===== config.mk =====
export PLATFORM = sky130hd
export DESIGN_NAME = bcd_digit_source_4x7seg
export DESIGN_NICKNAME = d
export VERILOG_FILES = /design/src/rtl/bcd_digit_source_4x7seg.sv
export SDC_FILE = /design/constraint.sdc
export NUM_CORES = 1
export LEC_CHECK = 0
export CAP_MARGIN = 20
export CORE_UTILIZATION = 55
export CTS_CLUSTER_DIAMETER = 150
export CTS_CLUSTER_SIZE = 8
export DETAILED_ROUTE_END_ITERATION = 7
export PLACE_DENSITY_LB_ADDON = 0.05
export SLEW_MARGIN = 20
export SYNTH_ARGS = -nofsm -noshare
export SYNTH_HDL_FRONTEND = slang
export SYNTH_SLANG_ARGS = --single-unit
export TNS_END_PERCENT = 100

===== constraint.sdc =====
create_clock -name clock -period 5.72 [get_ports clock]
set_clock_uncertainty 0.15 [all_clocks]
set_input_delay 0.858 -clock clock [delete_from_list [all_inputs] [get_ports clock]]
set_output_delay 0.858 -clock clock [all_outputs]
set_load 0.01 [all_outputs]

===== src/rtl/bcd_digit_source_4x7seg.sv =====
// Four-digit BCD up/down counter stepped by a clock prescaler, with registered
// 7-segment outputs (bit6 = A .. bit0 = G) and optional leading-zero blanking.
module bcd_digit_source_4x7seg #(
  parameter int PRESCALE        = 1000,
  parameter bit SEG_ACTIVE_HIGH = 1'b1,
  parameter bit BLANK_LZ        = 1'b0
) (
  input  logic        clock,
  input  logic        reset,
  input  logic        enable,
  input  logic        up_down,
  input  logic        clear,
  input  logic        load,
  input  logic [15:0] load_value,
  output logic [15:0] count_bcd,
  output logic [6:0]  seg0,
  output logic [6:0]  seg1,
  output logic [6:0]  seg2,
  output logic [6:0]  seg3,
  output logic        tick,
  output logic        wrap
);

  localparam int            PW         = (PRESCALE > 1) ? $clog2(PRESCALE) : 1;
  localparam logic [PW-1:0] PRESC_LAST = PW'(PRESCALE - 1);
  localparam logic [6:0]    ZERO_PAT   = SEG_ACTIVE_HIGH ? 7'b1111110 : 7'b0000001;
  localparam logic [6:0]    BLANK_PAT  = SEG_ACTIVE_HIGH ? 7'b0000000 : 7'b1111111;
  localparam logic [6:0]    LEAD_RST   = BLANK_LZ ? BLANK_PAT : ZERO_PAT;

  logic [PW-1:0] presc;
  logic [15:0]   step_val;
  logic          step_wrap;
  logic [15:0]   load_clean;
  logic          step_due;
  logic [6:0]    seg_next [4];

  function automatic logic [6:0] enc(input logic [3:0] d);
    case (d)
      4'd0:    enc = 7'b1111110;
      4'd1:    enc = 7'b0110000;
      4'd2:    enc = 7'b1101101;
      4'd3:    enc = 7'b1111001;
      4'd4:    enc = 7'b0110011;
      4'd5:    enc = 7'b1011011;
      4'd6:    enc = 7'b1011111;
      4'd7:    enc = 7'b1110000;
      4'd8:    enc = 7'b1111111;
      4'd9:    enc = 7'b1111011;
      default: enc = 7'b0000000;
    endcase
  endfunction

  // Ripple a +1/-1 through the digits; a carry out of digit 3 is the wrap.
  always_comb begin
    logic       carry;
    logic [3:0] d;
    step_val = count_bcd;
    carry    = 1'b1;
    for (int i = 0; i < 4; i++) begin
      d = count_bcd[4*i +: 4];
      if (carry) begin
        if (up_down) begin
          if (d == 4'd9) d = 4'd0;
          else begin d = d + 4'd1; carry = 1'b0; end
        end else begin
          if (d == 4'd0) d = 4'd9;
          else begin d = d - 4'd1; carry = 1'b0; end
        end
      end
      step_val[4*i +: 4] = d;
    end
    step_wrap = carry;
  end

  always_comb begin
    load_clean = 16'h0000;
    for (int i = 0; i < 4; i++)
      load_clean[4*i +: 4] = (load_value[4*i +: 4] > 4'd9) ? 4'd0 : load_value[4*i +: 4];
  end

  assign step_due = enable && (presc == PRESC_LAST);

  always_ff @(posedge clock or posedge reset) begin
    if (reset) begin
      count_bcd <= 16'h0000;
      presc     <= '0;
      tick      <= 1'b0;
      wrap      <= 1'b0;
    end else if (clear) begin
      count_bcd <= 16'h0000;
      presc     <= '0;
      tick      <= 1'b0;
      wrap      <= 1'b0;
    end else if (load) begin
      count_bcd <= load_clean;
      presc     <= '0;
      tick      <= 1'b0;
      wrap      <= 1'b0;
    end else if (step_due) begin
      count_bcd <= step_val;
      presc     <= '0;
      tick      <= 1'b1;
      wrap      <= step_wrap;
    end else begin
      if (enable) presc <= presc + 1'b1;
      tick <= 1'b0;
      wrap <= 1'b0;
    end
  end

  // A leading digit blanks only when it and every digit above it are zero.
  always_comb begin
    logic [3:0] blank;
    logic [6:0] raw;
    blank[3] = BLANK_LZ && (count_bcd[15:12] == 4'd0);
    blank[2] = blank[3] && (count_bcd[11:8] == 4'd0);
    blank[1] = blank[2] && (count_bcd[7:4] == 4'd0);
    blank[0] = 1'b0;
    for (int n = 0; n < 4; n++) begin
      raw         = blank[n] ? 7'b0000000 : enc(count_bcd[4*n +: 4]);
      seg_next[n] = SEG_ACTIVE_HIGH ? raw : ~raw;
    end
  end

  always_ff @(posedge clock or posedge reset) begin
    if (reset) begin
      seg0 <= ZERO_PAT;
      seg1 <= LEAD_RST;
      seg2 <= LEAD_RST;
      seg3 <= LEAD_RST;
    end else begin
      seg0 <= seg_next[0];
      seg1 <= seg_next[1];
      seg2 <= seg_next[2];
      seg3 <= seg_next[3];
    end
  end

endmodule


# Yosys cells after proc, flatten, opt, wreduce, memory -nomap -nowiden

Memory sizes are Yosys's and may differ from the RTL's. A register that Yosys moved wholly into a read port is not among the register bits.
Cells that the tools add are included.
W data, S select, Z words.

Memory bits (read-only): 448
Register bits: 28
Output and inout port bits: 46
Memories: 4

Memory list:

| name             | depth | bits a word | read ports | clocked after memory_dff | write ports | line | source |
|---|---|---|---|---|---|---|---|
| (name not given) | 16    | 7           | 1          | 1                        | 0           | 38   | `case (d)` |
| (name not given) | 16    | 7           | 1          | 1                        | 0           | 38   |  |
| (name not given) | 16    | 7           | 1          | 1                        | 0           | 38   |  |
| (name not given) | 16    | 7           | 1          | 1                        | 0           | 38   |  |

Order comparisons: 4
$add $sub $neg: 9
Eq/ne operators: 5
Reduce and logical (&&, ||, !) cells: 13
Mux-type cells: 47

Operators by type and width:

| cell                    | count |
|---|---|
| $mux W4                 | 19 |
| $mux W16                | 3 |
| $mux W10                | 4 |
| $mux W1                 | 21 |
| $add A4 B1 Y4 const B   | 4 |
| $eq A4 B4 Y1 const B    | 4 |
| $gt A4 B4 Y1 const B    | 4 |
| $logic_not A4 Y1        | 4 |
| $sub A4 B1 Y4 const B   | 4 |
| $reduce_bool A3 Y1      | 4 |
| $add A10 B1 Y10 const B | 1 |
| $eq A10 B10 Y1 const B  | 1 |
| $reduce_and A2 Y1       | 3 |
| $reduce_bool A4 Y1      | 1 |
| $logic_and A1 B1 Y1     | 1 |

# Logic depth before layout (Yosys ltp)

Word-level depth: 9
Mapped depth: 8

# Least setup slack after synthesis

Ideal clock, no wire load.

Kind: input -> register
Start: input port up_down
End: register count_bcd[10]
Path slack: 3.009 ns
Stages: 5
Data required time: 5.445 ns
Data arrival time: 2.436 ns
Path buffers: 1
Path through: or4b_1 > buf_2 > a2111o_1 > o21ai_2 > mux2_2

Cells in the longest elaborated chain, start to end: 5
Elaborated cells between the ends (all ways): 10
Classes of those cells: mux: 8; reduce/logical: 2

RTL lines:

| what                   | line | source |
|---|---|---|
| start: declaration     | 11   | `input logic up_down,` |
| $mux W4                | 62   | `if (up_down) begin` |
| $mux W4                | 61   | `if (carry) begin` |
| $mux W16               | 99   | `end else if (step_due) begin` |
| $mux W16               | 94   | `end else if (load) begin` |
| $mux W16               | 89   | `end else if (clear) begin` |
| end signal: assignment | 95   | `count_bcd <= load_clean;` |
| end signal: assignment | 100  | `count_bcd <= step_val;` |
| end: declaration       | 15   | `output logic [15:0] count_bcd,` |

Several ways; a longest one is shown, not always the timed one. The select of a mux whose other input is x is not followed.
A chain may end at the register's enable or synchronous reset.

# Final worst setup path

Start: input port up_down
End: register count_bcd[14]

Cells in the longest elaborated chain, start to end: 5
Elaborated cells between the ends (all ways): 12
Classes of those cells: mux: 10; reduce/logical: 2

RTL lines:

| what                                                                   | line |
|---|---|
| $mux W1 / $mux W4 (equally long branches)                              | 62 |
| $mux W1 / $mux W4 (equally long branches)                              | 61 |
| $mux W1 / $mux W16 (equally long branches)                             | 61, 99 |
| $reduce_bool A3 Y1 (no source line) / $mux W16 (equally long branches) | -- |
| $reduce_and A2 Y1 (no source line) / $mux W16 (equally long branches)  | -- |

Several ways; a longest one is shown, not always the timed one. The select of a mux whose other input is x is not followed.

==> reports/qor.tcl <==
set qor(number_of_hold_violations_in_the_final_report) 0
set qor(ios) 68
set qor(yosys.area_share.xor_xnor_pct) 4.16
set qor(antenna_found_initial) 0
set qor(portBuffers) 67
set qor(ys_ff_latch) 56
set qor(grt_start_max_net_pins) 57
set qor(gp_routability_congestion) 0.870
set qor(yosys.cell_types.count) 59
set qor(synth_fp_nets) 448
set qor(finalWorstPathRequiredPeriod_ps) 3620
set qor(synthesized_area_fraction_occupied_by_and_or_nand_nor_cells_pct) 15.9
set qor(timing.critical_path.to_type) {flop}
set qor(post-route-period-util_pct) 63.2
set qor(worst_hold_class) {reg -> reg}
set qor(synth.mux.area_fraction_pct) 2.03
set qor(synthTopCellsByCount) {o21ai_0 (41), nand2_1 (34), nor2_1 (33), dfrtp_1 (32), ha_1 (32)}
set qor(total_leakage_power_nw) 1.76
set qor(cts.htree.levels) 2
set qor(die_y_um) 82.7
set qor(cts_tree) {built}
set qor(synth_enable_flop_cells) 0
set qor(number_of_buffers_created_by_cts) 5
set qor(rrSetupSlack_ps) 2650
set qor(synthDominantCellAreaShare_pct) 22.4
set qor(yosys.area.top_type) {dfrtp_1}
set qor(ys_top_cells_by_area) {dfrtp_1 (22%), dfstp_2 (18%), ha_1 (11%), o21ai_0 (5.7%), a21oi_1 (4.1%)}
set qor(grt_pass1_vias) 2799
set qor(worst_skew_pair_later_pin_latency_ps) 310
set qor(unrepaired_setup_endpoints_after_global_routing) {no}
set qor(cts-hold-fix-buffers) 0
set qor(timing.setup.critical_path_class) {in -> reg}
set qor(clock.fmax_ghz) 0.277
set qor(design.die.area_um2) 6830
set qor(cp_max_fo) 24
set qor(synth_cells) 394
set qor(synth_ff_type) {dfrtp_1}
set qor(post_cts.repair.setup_buffers) 0
set qor(post_drt_wl_per_cell_um) 15.2
set qor(avgSynthCellArea_um2) 9.08
set qor(synth.yosys.seq_area_share_pct) 40.0
set qor(core_um2) 6310
set qor(cts_resized) 0
set qor(synth_most_common_cell) {o21ai_0}
set qor(power_per_cell_area_nw_per_um2) 229
set qor(dpl-instance-area_um2) 4280
set qor(num_antenna_cells) 0
set qor(groute.usage.overall_pct) 25.3
set qor(initial_core_util_pct) 56.7
set qor(timing.max_cap.violations) 0
set qor(post_route_cells_drive_above_1_share_pct) 10.2
set qor(detail_route.wirelength_um) 8060
set qor(worstPathArrival_ps) 3660
set qor(required_time_reported_for_the_critical_path_endpoint_ps) 5760
set qor(mappedNetlistArea_um2) 3580
set qor(slew_viol_final) 0
set qor(iteration_0_drc_markers) 174
set qor(yosys_warnings) 0
set qor(detailroute.via_count) 3148
set qor(route.antenna.remaining_nets) 0
set qor(drc) 0
set qor(grt_pass1_wl_um) 13300
set qor(setup_total_negative_slack_ps) 0
set qor(syn_to_final_growth_pct) 22.0
set qor(clockBufferDepth) 2
set qor(run_status) {complete, no violations}
set qor(die_width_um) 82.7
set qor(clockRootBuffer) {clkbuf_8}
set qor(synthArstFlopShare_pct) 100
set qor(placementRows) 29
set qor(worst_ir_drop_vdd_mv) 0.161
set qor(combinational_family_with_the_most_area_after_synthesis) {compound AO/OA/AOI/OAI gates}
set qor(finalSetupViolations) 0
set qor(crit_path_start_kind) {input pin}
set qor(synth_compound_gate_area_share_pct) 22.0
set qor(worst_slew_margin_rel_pct) 44.1
set qor(timing.critical_path.from) {up_down}
set qor(design.final.nets) 506
set qor(hpwlAfterDp_um) 5800
set qor(first_pass_iters) 5
set qor(yosys.area_share.adder_pct) 11.2
set qor(post_drt_via_cell_ratio) 5.94
set qor(worstHoldStart) {presc[1]}
set qor(worst-slew-pin-transition_ps) 836
set qor(clkTransAtPathRegs_ps) 100
set qor(timing.rr.start) {count_bcd[1]}
set qor(finalInstanceArea_um2) 4370
set qor(overflow) 0
set qor(clkSinkCount) 56
[per-layer routing]
metal | track usage, % | part of all wire (%) | vias up
met4 | 5.00 | 0.43 | 0
li1 | - | - | 1520
met2 | 41.9 | 49 | 114
met3 | 3.63 | 5.0 | 2
met5 | 0 | 0 | -
met1 | 35.3 | 45 | 1512
[path summary, 6_finish.rpt]
kind,cells past startpoint,end
setup reg to reg,6,count_bcd[14]
hold / removal,2,presc[1]
hold reg to reg,2,presc[1]
min in group asynchronous,3,seg0[0]
max in group asynchronous,3,count_bcd[12]
setup / recovery,5,count_bcd[14]
[sequential cells by signal (all words and copies together), names as in the netlist]
name       count
count_bcd     16
presc         10
seg0           7
seg1           7
seg2           7
seg3           7
tick           1
wrap           1
[worst max-delay path, cell delays in order]
cell and delay, ps:
clkdlybuf4s50_1 840, or4b_1 830, a2111oi_4 580, a31oi_4 210, mux2_4 340
[layout by cell type (no fill, tap or decap), drive strengths merged, types with 2 or more instances in the layout]
master          n
or3             3
a21oi          29
o221ai          2
nor3            7
nand3          15
inv            23
clkinv          4
a211o           3
clkdlybuf4s50  67
nor4            2
nor2b           5
dfrtp          32
nor2           34
nand4           3
ha             32
nand3b          2
o31ai           6
a211oi          4
a21o            2
clkbuf          6
a32oi           3
o21ai          42
o22ai          10
or4b            2
xor2            6
dfstp          24
a31oi           6
nor3b           2
nand2          34
o21bai          2
mux2i           2
xnor2          11
mux2            4
a221oi          2
nand2b          3
[per-stage QoR]
step / cells / total power, mW / hold WS [ps] / setup slack [ps] / util, %
floorplan: 394 / 0.659 / 375 / 3010 / -
global placement: 522 / 0.787 / 396 / 1900 / 67.8
detailed placement: 522 / 0.795 / 401 / 1820 / 67.8
CTS: 530 / 1.01 / 428 / 2150 / 69.1
global route: 530 / 1.06 / 473 / 1980 / 69.1
finish: 530 / 0.999 / 428 / 2100 / 69.1
[cells by family after synthesis]
family                     after synthesis
DFF                                     56
AOI/OAI and AO/OA                      122
adders and majority gates               32
muxes                                    6
xor gates and xnor gates                17
and+or+nand+nor                        118
buffers and inverters                   43
[where the power goes]
part           internal (mW)  switching [mW]
clock                 0.0860           0.126
sequential             0.456          0.0396
combinational          0.149           0.143
[area by class of cell]
class                      count  area [µm²]
multi-input combinational    295        1980
tap                           77        96.3
clock buffer                   6        72.6
fill                         539        1950
inverter                      26        97.6
clock inverter                 2        12.5
timing repair buffer          68         678
sequential                    56        1430
Note: power is estimated with default switching activity, not from simulation.
